`config.mk`:
```
export PLATFORM = sky130hd
export DESIGN_NAME = tl_ul_client_arbiter
export DESIGN_NICKNAME = d
export VERILOG_FILES = /design/src/rtl/tl_ul_client_arbiter.sv
export SDC_FILE = /design/constraint.sdc
export NUM_CORES = 1
export LEC_CHECK = 0
export BUFFER_PORTS_ARGS = -buffer_cell sky130_fd_sc_hd__buf_4
export CORE_AREA = 2 2 86 88
export DETAILED_ROUTE_END_ITERATION = 12
export DIE_AREA = 0 0 88 90
export PLACE_DENSITY_LB_ADDON = 0.25
export SYNTH_ARGS = -nofsm -noshare
export SYNTH_HDL_FRONTEND = slang
export SYNTH_SLANG_ARGS = --single-unit
```
`constraint.sdc`:
```
create_clock -name clock -period 3.1 [get_ports clock]
set_input_delay 0.465 -clock clock [delete_from_list [all_inputs] [get_ports clock]]
set_output_delay 0.465 -clock clock [all_outputs]
set_load 0.02 [all_outputs]
```
`src/rtl/tl_ul_client_arbiter.sv`:
```
// Round-robin arbiter sharing one TileLink-UL single-beat manager port among
// N_REQ clients, with source tagging, D routing and per-client outstanding limits.
module tl_ul_client_arbiter #(
   parameter int N_REQ     = 2,
   parameter int ADDR_W    = 9,
   parameter int DATA_W    = 32,
   parameter int MAX_OUTST = 2,
   localparam int IDX_W    = (N_REQ > 1) ? $clog2(N_REQ) : 1
) (
   input  logic                      clock,
   input  logic                      reset,
   input  logic [N_REQ-1:0]          req_a_valid,
   output logic [N_REQ-1:0]          req_a_ready,
   input  logic [3*N_REQ-1:0]        req_a_opcode,
   input  logic [ADDR_W*N_REQ-1:0]   req_a_address,
   input  logic [DATA_W*N_REQ-1:0]   req_a_data,
   output logic [N_REQ-1:0]          req_d_valid,
   input  logic [N_REQ-1:0]          req_d_ready,
   output logic [2:0]                req_d_opcode,
   output logic [DATA_W-1:0]         req_d_data,
   output logic                      req_d_denied,
   output logic                      req_d_corrupt,
   output logic                      out_a_valid,
   input  logic                      out_a_ready,
   output logic [2:0]                out_a_opcode,
   output logic [ADDR_W-1:0]         out_a_address,
   output logic [DATA_W-1:0]         out_a_data,
   output logic [IDX_W-1:0]          out_a_source,
   input  logic                      out_d_valid,
   output logic                      out_d_ready,
   input  logic [2:0]                out_d_opcode,
   input  logic [IDX_W-1:0]          out_d_source,
   input  logic [DATA_W-1:0]         out_d_data,
   input  logic                      out_d_denied,
   input  logic                      out_d_corrupt,
   output logic                      err_bad_source
);

   localparam int CNT_W = (MAX_OUTST > 0) ? $clog2(MAX_OUTST + 1) : 1;

   typedef enum logic [0:0] {
      ST_IDLE = 1'b0,
      ST_HOLD = 1'b1
   } state_t;

   state_t              state_r, state_s;
   logic [IDX_W-1:0]    last_r, last_s;
   logic [IDX_W-1:0]    hold_r, hold_s;
   logic [IDX_W-1:0]    win_s, grant_s;
   logic [CNT_W-1:0]    cnt_r [N_REQ];
   logic [CNT_W-1:0]    cnt_s [N_REQ];
   logic                err_r;
   logic [N_REQ-1:0]    elig_s;
   logic [N_REQ-1:0]    a_ready_s;
   logic [N_REQ-1:0]    d_valid_s;
   logic [N_REQ-1:0]    d_fire_s;
   logic                a_valid_s;
   logic                a_fire_s;
   logic                d_ready_s;
   logic                bad_s;
   logic [2:0]          a_op_s;
   logic [ADDR_W-1:0]   a_addr_s;
   logic [DATA_W-1:0]   a_data_s;

   // First eligible index after the last winner, wrapping modulo N_REQ.
   function automatic logic [IDX_W-1:0] rr_pick(input logic [N_REQ-1:0] elig,
                                                input logic [IDX_W-1:0] last);
      int  idx;
      logic found;
      rr_pick = last;
      found   = 1'b0;
      for (int k = 1; k <= N_REQ; k++) begin
         idx = (int'(last) + k) % N_REQ;
         if (!found && elig[idx]) begin
            rr_pick = IDX_W'(idx);
            found   = 1'b1;
         end else begin
            found   = found;
         end
      end
   endfunction

   // Eligibility: valid request and below the outstanding limit.
   always_comb begin
      for (int i = 0; i < N_REQ; i++) begin
         elig_s[i] = req_a_valid[i] & (cnt_r[i] < CNT_W'(MAX_OUTST));
      end
   end

   assign win_s = rr_pick(elig_s, last_r);

   // Grant selection and arbitration FSM next state.
   always_comb begin
      state_s   = state_r;
      last_s    = last_r;
      hold_s    = hold_r;
      grant_s   = hold_r;
      a_valid_s = 1'b0;
      case (state_r)
         ST_IDLE: begin
            grant_s   = win_s;
            a_valid_s = reset & (|elig_s);
         end
         ST_HOLD: begin
            grant_s   = hold_r;
            a_valid_s = reset & req_a_valid[hold_r];
         end
         default: begin
            grant_s   = hold_r;
            a_valid_s = 1'b0;
         end
      endcase
      a_fire_s = a_valid_s & out_a_ready;
      case (state_r)
         ST_IDLE: begin
            if (a_fire_s) begin
               last_s = grant_s;
            end else if (a_valid_s) begin
               hold_s  = grant_s;
               state_s = ST_HOLD;
            end else begin
               state_s = ST_IDLE;
            end
         end
         ST_HOLD: begin
            // A dropped valid while locked is a client violation; just release.
            if (a_fire_s) begin
               last_s  = hold_r;
               state_s = ST_IDLE;
            end else if (!req_a_valid[hold_r]) begin
               state_s = ST_IDLE;
            end else begin
               state_s = ST_HOLD;
            end
         end
         default: begin
            state_s = ST_IDLE;
         end
      endcase
   end

   // A payload mux and per-requester ready.
   always_comb begin
      a_op_s    = 3'b000;
      a_addr_s  = {ADDR_W{1'b0}};
      a_data_s  = {DATA_W{1'b0}};
      a_ready_s = {N_REQ{1'b0}};
      for (int i = 0; i < N_REQ; i++) begin
         if (grant_s == IDX_W'(i)) begin
            a_op_s       = req_a_opcode[3*i +: 3];
            a_addr_s     = req_a_address[ADDR_W*i +: ADDR_W];
            a_data_s     = req_a_data[DATA_W*i +: DATA_W];
            a_ready_s[i] = a_valid_s & out_a_ready;
         end else begin
            a_ready_s[i] = 1'b0;
         end
      end
   end

   // D routing by source; unknown or unmatched sources are sunk.
   always_comb begin
      d_valid_s = {N_REQ{1'b0}};
      d_ready_s = 1'b1;
      bad_s     = out_d_valid;
      for (int i = 0; i < N_REQ; i++) begin
         if (out_d_source == IDX_W'(i)) begin
            if (cnt_r[i] != {CNT_W{1'b0}}) begin
               d_valid_s[i] = out_d_valid;
               d_ready_s    = req_d_ready[i];
               bad_s        = 1'b0;
            end else begin
               d_ready_s    = out_d_valid ? 1'b1 : req_d_ready[i];
            end
         end else begin
            d_valid_s[i] = 1'b0;
         end
      end
   end

   assign d_fire_s = d_valid_s & req_d_ready & {N_REQ{reset}};

   // Outstanding counters; a same-cycle A and D fire cancel out.
   always_comb begin
      for (int i = 0; i < N_REQ; i++) begin
         case ({a_fire_s & (grant_s == IDX_W'(i)), d_fire_s[i]})
            2'b10:   cnt_s[i] = cnt_r[i] + CNT_W'(1'b1);
            2'b01:   cnt_s[i] = cnt_r[i] - CNT_W'(1'b1);
            default: cnt_s[i] = cnt_r[i];
         endcase
      end
   end

   // State, counters and sticky error register.
   always_ff @(posedge clock) begin
      if (!reset) begin
         state_r <= ST_IDLE;
         last_r  <= IDX_W'(N_REQ - 1);
         hold_r  <= {IDX_W{1'b0}};
         err_r   <= 1'b0;
         for (int i = 0; i < N_REQ; i++) begin
            cnt_r[i] <= {CNT_W{1'b0}};
         end
      end else begin
         state_r <= state_s;
         last_r  <= last_s;
         hold_r  <= hold_s;
         err_r   <= err_r | bad_s;
         for (int i = 0; i < N_REQ; i++) begin
            cnt_r[i] <= cnt_s[i];
         end
      end
   end

   assign out_a_valid    = a_valid_s;
   assign req_a_ready    = a_ready_s;
   assign out_a_opcode   = a_op_s;
   assign out_a_address  = a_addr_s;
   assign out_a_data     = a_data_s;
   assign out_a_source   = grant_s;
   assign req_d_valid    = d_valid_s & {N_REQ{reset}};
   assign out_d_ready    = d_ready_s & reset;
   assign req_d_opcode   = out_d_opcode;
   assign req_d_data     = out_d_data;
   assign req_d_denied   = out_d_denied;
   assign req_d_corrupt  = out_d_corrupt;
   assign err_bad_source = err_r;

endmodule

```
==> run_summary.xml <==
<?xml version="1.0" encoding="UTF-8"?>
<metrics>
  <group name="floorplan">
    <metric name="floorplan.core_area" unit="um2">7020</metric>
    <metric name="io_pins" unit="">223</metric>
    <metric name="initial_core_util" unit="%">19.6</metric>
    <metric name="die_width" unit="um">88</metric>
    <metric name="fp.dieArea" unit="um2">7920</metric>
    <metric name="fp-row-count" unit="">31</metric>
    <metric name="die_h" unit="um">90</metric>
  </group>
  <group name="synthesis">
    <metric name="synth_nets" unit="">286</metric>
    <metric name="synth-seq-area-share" unit="%">11.6</metric>
    <metric name="synth.yosys.warnings" unit="">0</metric>
    <metric name="synth_largest_area_cell" unit="">mux2_2</metric>
    <metric name="syn_inst" unit="">150</metric>
    <metric name="syn_area" unit="um2">1380</metric>
    <metric name="yosys.area.top_type_share" unit="%">31.1</metric>
    <metric name="yosys-top-cells-area" unit="">mux2_2, buf_4, dfxtp_1, mux2_1, buf_6</metric>
    <metric name="postSynthAreaPerCell" unit="um2">9.17</metric>
    <metric name="yosys.cell_types.count" unit="">31</metric>
    <metric name="postSynthRegisterBits" unit="">8</metric>
  </group>
  <group name="sta">
    <metric name="setup_total_negative_slack" unit="ns">0</metric>
    <metric name="timing.fmax" unit="GHz">0.383</metric>
    <metric name="worst_hold_slack" unit="ns">0.478</metric>
    <metric name="slew_headroom" unit="%">69.1</metric>
    <metric name="slew_violations" unit="">0</metric>
    <metric name="min_period" unit="ns">2.61</metric>
    <metric name="fin_crit_sh" unit="%">84.2</metric>
    <metric name="fin_worst_skew" unit="ns">0.00651</metric>
    <metric name="worst_slew_pin_slew" unit="ns">0.462</metric>
    <metric name="final_report_setup_violation_count" unit="">0</metric>
    <metric name="rsz_0062_raised_after_global_routing" unit="">false</metric>
    <metric name="timing_hold_violations_final" unit="">0</metric>
  </group>
  <group name="detailed_routing">
    <metric name="viasPerCell" unit="">4.04</metric>
    <metric name="drt_pre_antenna_iters" unit="">4</metric>
    <metric name="num_vias" unit="">1450</metric>
    <metric name="dr.first_iter.drc_count" unit="">12</metric>
    <metric name="drt.antenna.violating_nets" unit="">0</metric>
    <metric name="wire_per_inst" unit="um">13.2</metric>
    <metric name="post-route-drc-count" unit="">0</metric>
    <metric name="drt-total-wl" unit="um">4740</metric>
  </group>
  <group name="clocking">
    <metric name="tritoncts_num_sinks" unit="">8</metric>
    <metric name="post-cts-setup-buffer-count" unit="">0</metric>
    <metric name="cts_tree" unit="">built</metric>
    <metric name="numCtsBuffers" unit="">3</metric>
    <metric name="cts.repair.resized" unit="">0</metric>
    <metric name="clock_tree.buffer_depth" unit="">2</metric>
    <metric name="cts_root_buffer" unit="">clkbuf_8</metric>
    <metric name="worstSkewPairLatency" unit="ns">0.23</metric>
    <metric name="htreeDepth" unit="">1</metric>
    <metric name="cts_hold_buf" unit="">0</metric>
    <metric name="clkSlewWorstSetupHoldPaths" unit="ns">0.04</metric>
  </group>
  <group name="power">
    <metric name="leakage" unit="nW">1.12</metric>
    <metric name="post-layout-total-power" unit="uW">732</metric>
    <metric name="power_per_cell_area" unit="nW/um2">315</metric>
    <metric name="peakVddDrop" unit="uV">229</metric>
  </group>
  <group name="finish">
    <metric name="most_common_library_cell_in_the_layout_ignoring_fill_and_taps" unit="">buf_4</metric>
    <metric name="post_route_cells_drive_above_1_share" unit="%">73.8</metric>
    <metric name="area_growth" unit="%">69.3</metric>
    <metric name="mostFrequentLayoutCells" unit="">buf_4, mux2_2, dfxtp_1, mux2_1</metric>
    <metric name="finalNetCount" unit="">398</metric>
    <metric name="antenna_diode_instance_count" unit="">0</metric>
    <metric name="stdcell_area" unit="um2">2330</metric>
    <metric name="instances_no_fill" unit="">359</metric>
    <metric name="nFillCells" unit="">735</metric>
  </group>
  <group name="place">
    <metric name="place.detailed.hpwl" unit="um">4050</metric>
    <metric name="place_congestion" unit="">0.730</metric>
    <metric name="placedInstanceArea" unit="um2">2290</metric>
    <metric name="placed_cells_incl_taps" unit="">356</metric>
    <metric name="port_buffers" unit="">148</metric>
  </group>
  <group name="grt">
    <metric name="grt_antenna_before_repair" unit="">0</metric>
    <metric name="grt_overflow" unit="">0</metric>
    <metric name="first_global_vias" unit="">1473</metric>
    <metric name="met1_usage" unit="%">10.9</metric>
    <metric name="grt_first_pass_wirelength" unit="um">6890</metric>
    <metric name="grt.met3_usage" unit="%">3.40</metric>
    <metric name="global_route.usage.met2" unit="%">21.7</metric>
    <metric name="global_route.peak_usage_layer" unit="">met2</metric>
    <metric name="largest_net_degree_at_the_start_of_global_routing" unit="">31</metric>
    <metric name="global_route.usage.total" unit="%">10.8</metric>
  </group>
  <group name="worst_setup_path">
    <metric name="crit_top_cell" unit="">buf_4</metric>
    <metric name="maximum_single_stage_delay_on_the_critical_path" unit="ns">0.46</metric>
    <metric name="setup_cp_type" unit="">flop to primary output</metric>
    <metric name="series_of_cell_instances_along_the_critical_path" unit="">and3b_1, a221oi_4, buf_4, mux2_2, buf_4</metric>
    <metric name="crit_path_top_delay_cell" unit="">dfxtp_1</metric>
    <metric name="worstPathRequired" unit="ns">2.63</metric>
    <metric name="setup.worst_path.start_class" unit="">flop</metric>
    <metric name="timing.critical_path.to_type" unit="">primary output</metric>
    <metric name="timing.critical_path.fanout_max" unit="">30</metric>
    <metric name="cp_data_arrival_time" unit="ns">2.15</metric>
  </group>
  <group name="flow_run">
    <metric name="max-cap-violations" unit="">0</metric>
  </group>
  <group name="hold_path">
    <metric name="hp-class" unit="">primary input to flop</metric>
  </group>
  <group name="outcome">
    <metric name="status" unit="">finished, final reports clean</metric>
  </group>
</metrics>
-- registers in the layout, summed over array words and instances (netlist names) --
| signal | flops |
|---|---|
| cnt_r | 4 |
| err_bad_source | 1 |
| hold_r | 1 |
| last_r | 1 |
| state_r | 1 |
-- cells in the mapped netlist --
cell type / instances
nand2b_1: 2
nor2_1: 5
a221oi_4: 1
nor3b_1: 2
a21boi_1: 1
a21oi_1: 2
inv_1: 3
o21ai_0: 5
o311ai_0: 1
mux2_2: 38
o211a_1: 1
or3_1: 2
ha_1: 2
nand2_1: 2
and2_1: 5
or4_1: 1
nor2b_1: 3
dfxtp_1: 8
buf_6: 5
nand3b_1: 1
nand3_1: 1
o41ai_1: 1
xnor2_1: 4
a211oi_1: 2
nor3_1: 1
and3_1: 1
buf_4: 37
mux2_1: 7
buf_1: 1
a21boi_0: 3
and3b_1: 2
-- final cells by class --
cell class                      instances  area, um2  area share (%)
Sequential cell                         8        160            6.88
Inverter                                3       11.3           0.484
Timing Repair Buffer                  150       1130            48.4
Multi-Input combinational cell         96        866            37.2
Clock buffer                            3       41.3            1.77
Tap cell                               99        124            5.32
-- routing by layer --
layer	vias up	wire length, um
met3	0	588
li1	711	-
met4	0	0
met2	103	2540
met5	-	0
met1	636	1610
-- power by group --
group / switching [mW] / internal, mW / leakage [nW]
clock: 0.0411 / 0.0841 / 0.0216
combinational: 0.223 / 0.268 / 1.04
sequential: 0.00616 / 0.110 / 0.0656
total: 0.270 / 0.462 / 1.12
-- worst paths after layout --
path                from       endpoint  slack (ns)  depth (start not counted)
min reg2reg       hold_r         hold_r        0.49                          2
max          cnt_r[0][1]  out_a_data[7]        0.49                          5
min          out_a_ready        state_r        0.48                          2
max reg2reg      state_r    cnt_r[0][3]        0.76                          7
-- stage by stage --
stage | setup WS (ns) | utilization, %
after global placement | 0.636 | 32.6
after floorplan | 0.770 | -
after detailed placement | 0.619 | 32.6
after CTS | 0.461 | 33.2
final | 0.488 | 33.2
after global routing | 0.366 | 33.2
-- cells by family after synthesis --
group,share of synthesized area (%)
buffers and inverters,25.4
muxes,36.9
and+or+nand+nor,12.0
AOI/OAI and AO/OA,9.74
DFF,11.6
xor gates and xnor gates,2.55
adders and majority gates,1.82
-- worst max-delay path, delay by kind of cell, from the launching register on --
kind,cells,cell delay (ns)
and+or+nand+nor,1,0.25
DFF,1,0.46
AOI/OAI and AO/OA,1,0.24
muxes,1,0.40
buffers and inverters,2,0.55
(Power assumes the default switching activity.)
